## config.mk

```make
export PLATFORM = sky130hd
export DESIGN_NAME = pipeline_hazard_ctrl_flat
export DESIGN_NICKNAME = d
export VERILOG_FILES = /design/src/rtl/pipeline_hazard_ctrl_pkg.sv /design/src/rtl/pipeline_hazard_ctrl_if.sv /design/src/rtl/pipeline_hazard_ctrl_sat_counter.sv /design/src/rtl/pipeline_hazard_ctrl.sv /design/src/flat_wrapper.sv
export SDC_FILE = /design/constraint.sdc
export NUM_CORES = 1
export LEC_CHECK = 0
export ABC_AREA = 1
export CAP_MARGIN = 20
export CORE_MARGIN = 2
export CORE_UTILIZATION = 30
export CTS_BUF_LIST = sky130_fd_sc_hd__clkbuf_4 sky130_fd_sc_hd__clkbuf_8 sky130_fd_sc_hd__clkbuf_16
export DETAILED_ROUTE_END_ITERATION = 7
export GPL_ROUTABILITY_DRIVEN = 0
export HOLD_SLACK_MARGIN = 0.12
export MAX_ROUTING_LAYER = met4
export PLACE_DENSITY = 0.5
export SYNTH_ARGS = -nofsm -noshare
export SYNTH_HDL_FRONTEND = slang
export SYNTH_HIERARCHICAL = 1
export SYNTH_SLANG_ARGS = --single-unit
```

## constraint.sdc

```tcl
create_clock -name clk -period 1.65 [get_ports clk]
set_input_delay 0.2475 -clock clk [delete_from_list [all_inputs] [get_ports clk]]
set_output_delay 0.2475 -clock clk [all_outputs]
set_load 0.05 [all_outputs]
```

## src/rtl/pipeline_hazard_ctrl_pkg.sv

```systemverilog
// Shared RV32I pipeline types.
//   rv32i_reg      : architectural register index (x0..x31)
//   hazard_state_t : memory-freeze sequencer state for pipeline_hazard_ctrl
package rv32i_types;

  typedef logic [4:0] rv32i_reg;

  typedef enum logic {
    RUN,
    WAIT_MEM
  } hazard_state_t;

  localparam rv32i_reg REG_ZERO = 5'd0;

  // A source only collides when it is actually read and the producer is not x0.
  function automatic logic reg_hit(input rv32i_reg src, input logic used,
                                   input rv32i_reg dst);
    return used && (dst != REG_ZERO) && (src == dst);
  endfunction

endpackage

```

## src/rtl/pipeline_hazard_ctrl_if.sv

```systemverilog
// Hazard-control bus between the datapath and pipeline_hazard_ctrl.
//   Datapath -> control : ID sources, EX/MEM destinations and load flags,
//                         EX redirect, imem/dmem request and response.
//   Control -> datapath : stage load enables, IF/ID and ID/EX flushes, frozen.
// master = datapath side, slave = hazard controller side.
interface pipeline_hazard_ctrl_if;
  import rv32i_types::*;

  rv32i_reg IFID_rs1;
  rv32i_reg IFID_rs2;
  logic     IFID_uses_rs1;
  logic     IFID_uses_rs2;
  rv32i_reg IDEX_rd;
  logic     IDEX_mem_read;
  rv32i_reg EXMEM_rd;
  logic     EXMEM_mem_read;
  logic     ex_redirect;
  logic     imem_read;
  logic     imem_resp;
  logic     dmem_req;
  logic     dmem_resp;

  logic     load_pc;
  logic     load_ifid;
  logic     load_idex;
  logic     load_exmem;
  logic     load_memwb;
  logic     flush_ifid;
  logic     flush_idex;
  logic     frozen;

  modport master (
    output IFID_rs1, IFID_rs2, IFID_uses_rs1, IFID_uses_rs2,
           IDEX_rd, IDEX_mem_read, EXMEM_rd, EXMEM_mem_read,
           ex_redirect, imem_read, imem_resp, dmem_req, dmem_resp,
    input  load_pc, load_ifid, load_idex, load_exmem, load_memwb,
           flush_ifid, flush_idex, frozen
  );

  modport slave (
    input  IFID_rs1, IFID_rs2, IFID_uses_rs1, IFID_uses_rs2,
           IDEX_rd, IDEX_mem_read, EXMEM_rd, EXMEM_mem_read,
           ex_redirect, imem_read, imem_resp, dmem_req, dmem_resp,
    output load_pc, load_ifid, load_idex, load_exmem, load_memwb,
           flush_ifid, flush_idex, frozen
  );

endinterface

```

## src/rtl/pipeline_hazard_ctrl_sat_counter.sv

```systemverilog
// Saturating up-counter.
//   clk, rst : clock, synchronous active-high clear
//   inc      : count this cycle (ignored once all-ones)
//   count    : current value
module sat_counter #(
  parameter int unsigned WIDTH = 32
) (
  input  logic             clk,
  input  logic             rst,
  input  logic             inc,
  output logic [WIDTH-1:0] count
);

  always_ff @(posedge clk) begin
    if (rst) begin
      count <= '0;
    end else if (inc && (count != '1)) begin
      count <= count + WIDTH'(1);
    end
  end

endmodule

```

## src/rtl/pipeline_hazard_ctrl.sv

```systemverilog
// Stall/flush sequencer for the 5-stage RV32I pipeline.
//   clk, rst      : clock, synchronous active-high reset
//   hz_if (slave) : hazard inputs from the datapath, stage enables/flushes out
//   stall_cycles  : saturating count of frozen or load-use bubble cycles
//   flush_count   : saturating count of redirect flushes
// Memory waits freeze every stage; a load-use hit inserts an ID/EX bubble;
// an EX redirect squashes IF/ID and ID/EX and overrides the load-use bubble.
module pipeline_hazard_ctrl
  import rv32i_types::*;
#(
  parameter int unsigned CNT_WIDTH = 32
) (
  input  logic                 clk,
  input  logic                 rst,
  pipeline_hazard_ctrl_if.slave hz_if,
  output logic [CNT_WIDTH-1:0] stall_cycles,
  output logic [CNT_WIDTH-1:0] flush_count
);

  hazard_state_t state_q, state_d;
  logic imem_done_q, imem_done_d;
  logic dmem_done_q, dmem_done_d;

  logic mem_wait;
  logic hz;
  logic bubble;
  logic flush_inc;
  logic stall_inc;

  // A response seen earlier in the stall (done flag) or in this very cycle
  // satisfies its side, so release happens on the last outstanding response.
  assign mem_wait = (hz_if.imem_read & ~(hz_if.imem_resp | imem_done_q))
                  | (hz_if.dmem_req  & ~(hz_if.dmem_resp | dmem_done_q));

  // MEM forwards ALU results only, so a load in either EX or MEM blocks.
  assign hz = (hz_if.IDEX_mem_read &
                (reg_hit(hz_if.IFID_rs1, hz_if.IFID_uses_rs1, hz_if.IDEX_rd) |
                 reg_hit(hz_if.IFID_rs2, hz_if.IFID_uses_rs2, hz_if.IDEX_rd)))
            | (hz_if.EXMEM_mem_read &
                (reg_hit(hz_if.IFID_rs1, hz_if.IFID_uses_rs1, hz_if.EXMEM_rd) |
                 reg_hit(hz_if.IFID_rs2, hz_if.IFID_uses_rs2, hz_if.EXMEM_rd)));

  always_ff @(posedge clk) begin
    if (rst) begin
      state_q     <= RUN;
      imem_done_q <= 1'b0;
      dmem_done_q <= 1'b0;
    end else begin
      state_q     <= state_d;
      imem_done_q <= imem_done_d;
      dmem_done_q <= dmem_done_d;
    end
  end

  always_comb begin
    state_d     = state_q;
    imem_done_d = 1'b0;
    dmem_done_d = 1'b0;
    unique case (state_q)
      RUN: begin
        if (mem_wait) begin
          state_d     = WAIT_MEM;
          imem_done_d = hz_if.imem_read & hz_if.imem_resp;
          dmem_done_d = hz_if.dmem_req & hz_if.dmem_resp;
        end
      end
      WAIT_MEM: begin
        if (mem_wait) begin
          imem_done_d = imem_done_q | (hz_if.imem_read & hz_if.imem_resp);
          dmem_done_d = dmem_done_q | (hz_if.dmem_req & hz_if.dmem_resp);
        end else begin
          state_d = RUN;
        end
      end
      default: state_d = RUN;
    endcase
  end

  always_comb begin
    hz_if.load_pc    = 1'b1;
    hz_if.load_ifid  = 1'b1;
    hz_if.load_idex  = 1'b1;
    hz_if.load_exmem = 1'b1;
    hz_if.load_memwb = 1'b1;
    hz_if.flush_ifid = 1'b0;
    hz_if.flush_idex = 1'b0;
    hz_if.frozen     = 1'b0;
    bubble           = 1'b0;
    flush_inc        = 1'b0;
    if (rst) begin
      hz_if.load_pc    = 1'b0;
      hz_if.load_ifid  = 1'b0;
      hz_if.load_idex  = 1'b0;
      hz_if.load_exmem = 1'b0;
      hz_if.load_memwb = 1'b0;
      hz_if.flush_ifid = 1'b1;
      hz_if.flush_idex = 1'b1;
    end else if (mem_wait) begin
      hz_if.load_pc    = 1'b0;
      hz_if.load_ifid  = 1'b0;
      hz_if.load_idex  = 1'b0;
      hz_if.load_exmem = 1'b0;
      hz_if.load_memwb = 1'b0;
      hz_if.frozen     = 1'b1;
    end else if (hz_if.ex_redirect) begin
      hz_if.flush_ifid = 1'b1;
      hz_if.flush_idex = 1'b1;
      flush_inc        = 1'b1;
    end else if (hz) begin
      hz_if.load_pc    = 1'b0;
      hz_if.load_ifid  = 1'b0;
      hz_if.flush_idex = 1'b1;
      bubble           = 1'b1;
    end
  end

  assign stall_inc = hz_if.frozen | bubble;

  sat_counter #(.WIDTH(CNT_WIDTH)) u_stall_cnt (
    .clk   (clk),
    .rst   (rst),
    .inc   (stall_inc),
    .count (stall_cycles)
  );

  sat_counter #(.WIDTH(CNT_WIDTH)) u_flush_cnt (
    .clk   (clk),
    .rst   (rst),
    .inc   (flush_inc),
    .count (flush_count)
  );

endmodule

```

## src/flat_wrapper.sv

```systemverilog
// flat-port wrapper written by rule: the top's interface ports become plain ports
module pipeline_hazard_ctrl_flat import rv32i_types::*;
#(
  parameter int unsigned CNT_WIDTH = 32
)
  (clk, rst, stall_cycles, flush_count, hz_if_IFID_rs1, hz_if_IFID_rs2, hz_if_IFID_uses_rs1, hz_if_IFID_uses_rs2, hz_if_IDEX_rd, hz_if_IDEX_mem_read, hz_if_EXMEM_rd, hz_if_EXMEM_mem_read, hz_if_ex_redirect, hz_if_imem_read, hz_if_imem_resp, hz_if_dmem_req, hz_if_dmem_resp, hz_if_load_pc, hz_if_load_ifid, hz_if_load_idex, hz_if_load_exmem, hz_if_load_memwb, hz_if_flush_ifid, hz_if_flush_idex, hz_if_frozen);
  pipeline_hazard_ctrl_if hz_if_i ();
  input  logic clk;
  input  logic rst;
  output logic [CNT_WIDTH-1:0] stall_cycles;
  output logic [CNT_WIDTH-1:0] flush_count;
  input wire logic [$bits(hz_if_i.IFID_rs1)-1:0] hz_if_IFID_rs1;
  input wire logic [$bits(hz_if_i.IFID_rs2)-1:0] hz_if_IFID_rs2;
  input wire logic [$bits(hz_if_i.IFID_uses_rs1)-1:0] hz_if_IFID_uses_rs1;
  input wire logic [$bits(hz_if_i.IFID_uses_rs2)-1:0] hz_if_IFID_uses_rs2;
  input wire logic [$bits(hz_if_i.IDEX_rd)-1:0] hz_if_IDEX_rd;
  input wire logic [$bits(hz_if_i.IDEX_mem_read)-1:0] hz_if_IDEX_mem_read;
  input wire logic [$bits(hz_if_i.EXMEM_rd)-1:0] hz_if_EXMEM_rd;
  input wire logic [$bits(hz_if_i.EXMEM_mem_read)-1:0] hz_if_EXMEM_mem_read;
  input wire logic [$bits(hz_if_i.ex_redirect)-1:0] hz_if_ex_redirect;
  input wire logic [$bits(hz_if_i.imem_read)-1:0] hz_if_imem_read;
  input wire logic [$bits(hz_if_i.imem_resp)-1:0] hz_if_imem_resp;
  input wire logic [$bits(hz_if_i.dmem_req)-1:0] hz_if_dmem_req;
  input wire logic [$bits(hz_if_i.dmem_resp)-1:0] hz_if_dmem_resp;
  output wire logic [$bits(hz_if_i.load_pc)-1:0] hz_if_load_pc;
  output wire logic [$bits(hz_if_i.load_ifid)-1:0] hz_if_load_ifid;
  output wire logic [$bits(hz_if_i.load_idex)-1:0] hz_if_load_idex;
  output wire logic [$bits(hz_if_i.load_exmem)-1:0] hz_if_load_exmem;
  output wire logic [$bits(hz_if_i.load_memwb)-1:0] hz_if_load_memwb;
  output wire logic [$bits(hz_if_i.flush_ifid)-1:0] hz_if_flush_ifid;
  output wire logic [$bits(hz_if_i.flush_idex)-1:0] hz_if_flush_idex;
  output wire logic [$bits(hz_if_i.frozen)-1:0] hz_if_frozen;
  assign hz_if_i.IFID_rs1 = hz_if_IFID_rs1;
  assign hz_if_i.IFID_rs2 = hz_if_IFID_rs2;
  assign hz_if_i.IFID_uses_rs1 = hz_if_IFID_uses_rs1;
  assign hz_if_i.IFID_uses_rs2 = hz_if_IFID_uses_rs2;
  assign hz_if_i.IDEX_rd = hz_if_IDEX_rd;
  assign hz_if_i.IDEX_mem_read = hz_if_IDEX_mem_read;
  assign hz_if_i.EXMEM_rd = hz_if_EXMEM_rd;
  assign hz_if_i.EXMEM_mem_read = hz_if_EXMEM_mem_read;
  assign hz_if_i.ex_redirect = hz_if_ex_redirect;
  assign hz_if_i.imem_read = hz_if_imem_read;
  assign hz_if_i.imem_resp = hz_if_imem_resp;
  assign hz_if_i.dmem_req = hz_if_dmem_req;
  assign hz_if_i.dmem_resp = hz_if_dmem_resp;
  assign hz_if_load_pc = hz_if_i.load_pc;
  assign hz_if_load_ifid = hz_if_i.load_ifid;
  assign hz_if_load_idex = hz_if_i.load_idex;
  assign hz_if_load_exmem = hz_if_i.load_exmem;
  assign hz_if_load_memwb = hz_if_i.load_memwb;
  assign hz_if_flush_ifid = hz_if_i.flush_ifid;
  assign hz_if_flush_idex = hz_if_i.flush_idex;
  assign hz_if_frozen = hz_if_i.frozen;
  pipeline_hazard_ctrl #(.CNT_WIDTH(CNT_WIDTH)) u_core (.clk(clk), .rst(rst), .hz_if(hz_if_i), .stall_cycles(stall_cycles), .flush_count(flush_count));
endmodule
```

---- Yosys cells after proc, flatten, opt, wreduce, memory -nomap -nowiden ----
Index checks and enable logic that the tools add are counted.
storage, ports and cells
  ROM bits ................................ 0
  RAM bits ................................ 0
  memories kept ........................... 0
  register bits after elaboration ......... 67
  latch bits .............................. 0
  output and inout bits ................... 72
  logic and storage cells ................. 68
  input bits .............................. 31
cells by class
  multipliers ............................. 0
  reduce and logical (&&, ||, !) cells .... 12
  eq/ne operators ......................... 6
  div/mod/pow operators ................... 0
  multiplexer cells ....................... 25
  shift operators ......................... 0
  bitwise operators ....................... 18
  order comparisons ....................... 0
  add/subtract/negate cells ............... 2
operators with widths
  operator                                       count
  adder 32 x 1 -> 32 bit, second input constant  2
  != test 32 bit, second input constant          2
  two-way mux 1 bit                              23
  == test 5 bit                                  4
  logical AND 1 bit                              10
  nonzero test 5 bit                             2
  bitwise OR 1 bit                               9
  AND 1 bit                                      6
  one-hot mux 1 bit (2 select lines)             2
  inverter 1 bit                                 3

---- Longest topological paths before layout ----
  depth after elaboration ................. 12
  gate-level depth with buffers ........... 19

---- Cells and area by module ----
Netlist, hierarchy kept.
modules (own cells, without submodules)
  module                seq. area each (um^2)  instances  area an instance (um^2)  cells each
  sat_counter           640.6                  2          2062.0                   324
  pipeline_hazard_ctrl  60.1                   1          609.3                    137

---- Worst setup path after synthesis ----
Ideal clock, no wire load.
  path kind ............................... reg2out
  start ................................... reg u_core.imem_done_q
  end ..................................... out hz_if_load_pc
  path buffers ............................ 1
  cell stages (with the launch flop) ...... 8
  setup slack ............................. -0.825 ns
  arrival time ............................ 2.228 ns
  path through ............................ dfxtp_1 > nor2_1 > nand2_1 > nand2_1 > nor2_1 > nand3_1 > o21ai_1 > buf_4
on the way
  word-level cells in the longest chain between the ends .. 6
ends and longest elaborated chain
  element                          line                        RTL
  start: declaration               pipeline_hazard_ctrl.sv:21  logic imem_done_q, imem_done_d;
  start signal: assignment         pipeline_hazard_ctrl.sv:50  imem_done_q <= imem_done_d;
  bitwise OR 1 bit                 pipeline_hazard_ctrl.sv:32  assign mem_wait = (hz_if.imem_read & ~(hz_if.imem_resp | imem_done_q))
  inverter 1 bit                   pipeline_hazard_ctrl.sv:32
  AND 1 bit                        pipeline_hazard_ctrl.sv:32
  bitwise OR 1 bit                 pipeline_hazard_ctrl.sv:33  | (hz_if.dmem_req & ~(hz_if.dmem_resp | dmem_done_q));
  two-way mux 1 bit (2 in series)  -
  end: declaration                 flat_wrapper.sv:25          output wire logic [$bits(hz_if_i.load_pc)-1:0] hz_if_load_pc;
No other way between the ends.

---- Worst setup path in the final report ----
  start ................................... in hz_if_imem_read
  end ..................................... out hz_if_frozen
on the way
  word-level cells in the longest chain between the ends .. 4
ends and longest elaborated chain
  element             line                        RTL
  start: declaration  flat_wrapper.sv:21          input wire logic [$bits(hz_if_i.imem_read)-1:0] hz_if_imem_read;
  AND 1 bit           pipeline_hazard_ctrl.sv:32
  bitwise OR 1 bit    pipeline_hazard_ctrl.sv:33
  two-way mux 1 bit   pipeline_hazard_ctrl.sv:98  end else if (mem_wait) begin
  two-way mux 1 bit   pipeline_hazard_ctrl.sv:90  if (rst) begin
  end: declaration    flat_wrapper.sv:32          output wire logic [$bits(hz_if_i.frozen)-1:0] hz_if_frozen;
No other way between the ends.

==> impl_metrics.json <==
{
  "criticalPathCategory": "primary input to output pin",
  "syn-num-nets": 818,
  "drtIter0Drc": 360,
  "yosys_warnings": 6,
  "crit_required_ps": 1400,
  "synth_area_per_cell_um2": 6.03,
  "grt_setup_unrepaired": "true",
  "synthMuxAreaShare_pct": 0,
  "final_layout_size_suffix_gt1_share_pct": 40.2,
  "yosys.area_share.adder_pct": 0.529,
  "cp-start-kind": "primary input",
  "ir_worst_vdd_mv": 0.433,
  "timing.slew.headroom_pct": 73.4,
  "critPathCaptureType": "output pin",
  "drc_errors": 0,
  "hpwl_mm": 11.5,
  "die_area_mm2": 0.0168,
  "worst-r2r-setup-slack_ps": -80,
  "fin_crit_ps": 1770,
  "ys_async_sr_fraction_pct": 0,
  "grt_remaining_overflow": 0,
  "tightest_slew_ps": 398,
  "cts_hold_buffers": 0,
  "timing.final.crit_share_pct": 107,
  "vias": 5468,
  "grt.total_usage_pct": 18.8,
  "p_per_area_mw_per_mm2": 585,
  "clk_latency_ps": 340,
  "dpl_cell_area_mm2": 0.00648,
  "synth_common_cells": "nand2_1, nor2_1, inv_1",
  "ys_ff_latch": 67,
  "finalSetupViolCount": 17,
  "antenna_found_initial": 0,
  "dr.pass1.iters": 5,
  "grt_max_degree": 29,
  "status": "finished with violations",
  "synth-main-ff-cell": "dfxtp_1",
  "hold_viol_final": 0,
  "htree_levels": 3,
  "violations": "negative setup slack",
  "finClkSkew_ps": 6.91,
  "drv_slew": 0,
  "vias_per_cell": 4.66,
  "clock_sinks": 67,
  "start_util_pct": 30.9,
  "final_core_util_pct": 47.2,
  "hold_class": "primary input to register",
  "num_rows": 45,
  "synth_cells": 785,
  "yosysMostFrequentCell": "nand2_1",
  "grt_pass1_wl_mm": 24.4,
  "cts_buffer_depth": 2,
  "fmax_ghz": 0.566,
  "routed_wl_mm": 15.1,
  "core-area_mm2": 0.0153,
  "power_w": 0.00422,
  "cts_root_buffer": "clkbuf_16",
  "cts_buffers": 9,
  "syn_to_final_growth_pct": 52.6,
  "synth_compound_area_share_pct": 6.24,
  "ant_nets": 0,
  "cts_tree": "built",
  "ios": 103,
  "synth-seq-area-share_pct": 28.3,
  "final_nets": 991,
  "diodes": 0,
  "critPathMaxFanout": 2,
  "p_leak_nw": 3.41,
  "path_clk_slew_ps": 60,
  "crit_arrival_ps": 1520,
  "stdcell_area_mm2": 0.00722,
  "fillers": 1612,
  "yosys.area_share.simple_pct": 54.3,
  "synth_area_mm2": 0.00473,
  "synthTopCellsByArea": "dfxtp_1, nand2_1, nor2_1",
  "fp.dieH_um": 130,
  "synth_xor_area_share_pct": 0,
  "fin_ws_ps": -118,
  "die_w_um": 130,
  "yosys.area.top_type_share_pct": 28.3,
  "grt_pass1_vias": 5099,
  "synth_edf_count": 0,
  "wl_per_cell_um": 12.9,
  "yosysTopAreaCell": "dfxtp_1",
  "drv_cap": 0,
  "synthDistinctLibCells": 30,
  "portBuffers": 102,
  "synth_top_family_by_area": "simple AND/OR/NAND/NOR gates"
}
metrics by stage:
stage | setup TNS, ps | worst slack, ps | hold slack (ps) | cells
2_1_floorplan | -4480 | -289 | 307 | 785
6_report | -826 | -118 | 302 | 1174
4_1_cts | -2090 | -121 | 276 | 1168
3_5_place_dp | -32070 | -748 | 449 | 1146
5_1_grt | -5050 | -226 | 330 | 1174
3_3_place_gp | -31400 | -728 | 444 | 1146
cells in the final DEF (no fill, tap or decap), drive strengths merged:
| master | synthesis | layout |
|---|---|---|
| a21oi | 40 | 40 |
| a31oi | 10 | 10 |
| and2 | 2 | 2 |
| buf | 19 | 152 |
| bufinv | 0 | 1 |
| clkbuf | 0 | 20 |
| clkdlybuf4s15 | 0 | 5 |
| clkdlybuf4s50 | 0 | 5 |
| clkinv | 3 | 4 |
| dfxtp | 67 | 67 |
| dlygate4sd2 | 0 | 10 |
| dlymetal6s2s | 0 | 1 |
| ha | 2 | 2 |
| inv | 87 | 89 |
| nand2 | 263 | 263 |
| nand3 | 68 | 68 |
| nand3b | 2 | 2 |
| nand4 | 30 | 30 |
| nor2 | 179 | 179 |
| nor3 | 8 | 8 |
| o21ai | 5 | 5 |
final cells by class:
cell class / instances / area [um2] / area share [%]
Clock buffer: 12 / 265 / 3.67
Clock inverter: 4 / 46.3 / 0.641
Inverter: 90 / 354 / 4.90
Multi-Input combinational cell: 609 / 3260 / 45.1
Sequential cell: 67 / 1420 / 19.7
Tap cell: 211 / 264 / 3.66
Timing Repair Buffer: 181 / 1610 / 22.3
registers in the layout (all words and copies together) (netlist names):
signal	cells
u_core/u_flush_cnt/count	32
u_core/state_q	1
u_core/u_stall_cnt/count	32
u_core/dmem_done_q	1
u_core/imem_done_q	1
where the power goes:
| part | switching [W] | leakage [nW] | internal (W) | total (W) |
|---|---|---|---|---|
| registers | 0.00000366 | 0.571 | 0.00162 | 0.00162 |
| logic | 0.000309 | 2.68 | 0.000240 | 0.000549 |
| clock network | 0.000758 | 0.159 | 0.00129 | 0.00205 |
| total | 0.00107 | 3.41 | 0.00315 | 0.00422 |
worst max-delay path: stages:
cell and delay [ps]:
clkdlybuf4s50_1 480, nand2_1 70, nand2_2 90, inv_4 50, nor2_4 130, buf_4 120
buf_4 90, buf_4 110, buf_12 130
path summary, 6_finish.rpt:
| path | depth (start not counted) | to | startpoint |
|---|---|---|---|
| hold / removal | 3 | u_core/imem_done_q$_SDFF_PP0_ | hz_if_imem_resp |
| setup reg to reg | 18 | u_core/u_stall_cnt/count[25]$_SDFFE_PP0P_ | u_core/imem_done_q$_SDFF_PP0_ |
| setup / recovery | 9 | hz_if_frozen | hz_if_imem_read |
| hold reg to reg | 2 | u_core/dmem_done_q$_SDFF_PP0_ | u_core/dmem_done_q$_SDFF_PP0_ |
per-layer routing:
metal / part of all wire (%) / vias up / global-route usage, % / wire length, um
met5: 0 / - / - / 0
met4: 1.6 / 0 / 5.76 / 243
met1: 43 / 2478 / 22.3 / 6570
met2: 50 / 142 / 31.9 / 7540
li1: - / 2830 / - / -
met3: 5.0 / 18 / 3.80 / 762
cell families (layout without fill, tap and decap cells):
family | count (synthesis) | in the layout
AND/OR/NAND/NOR | 552 | 552
buffers and inverters | 109 | 287
flip-flops | 67 | 67
AO/OA/AOI/OAI | 55 | 55
adder cells (fa/ha/maj) | 2 | 2
repair_timing:
action,in CTS,in global routing
hold endpoints to repair,0,0
buffers inserted,6,6
resized for setup,78,85
setup endpoints to repair,60,66
pin swaps,20,46
Power figures use the tool's default switching activity.
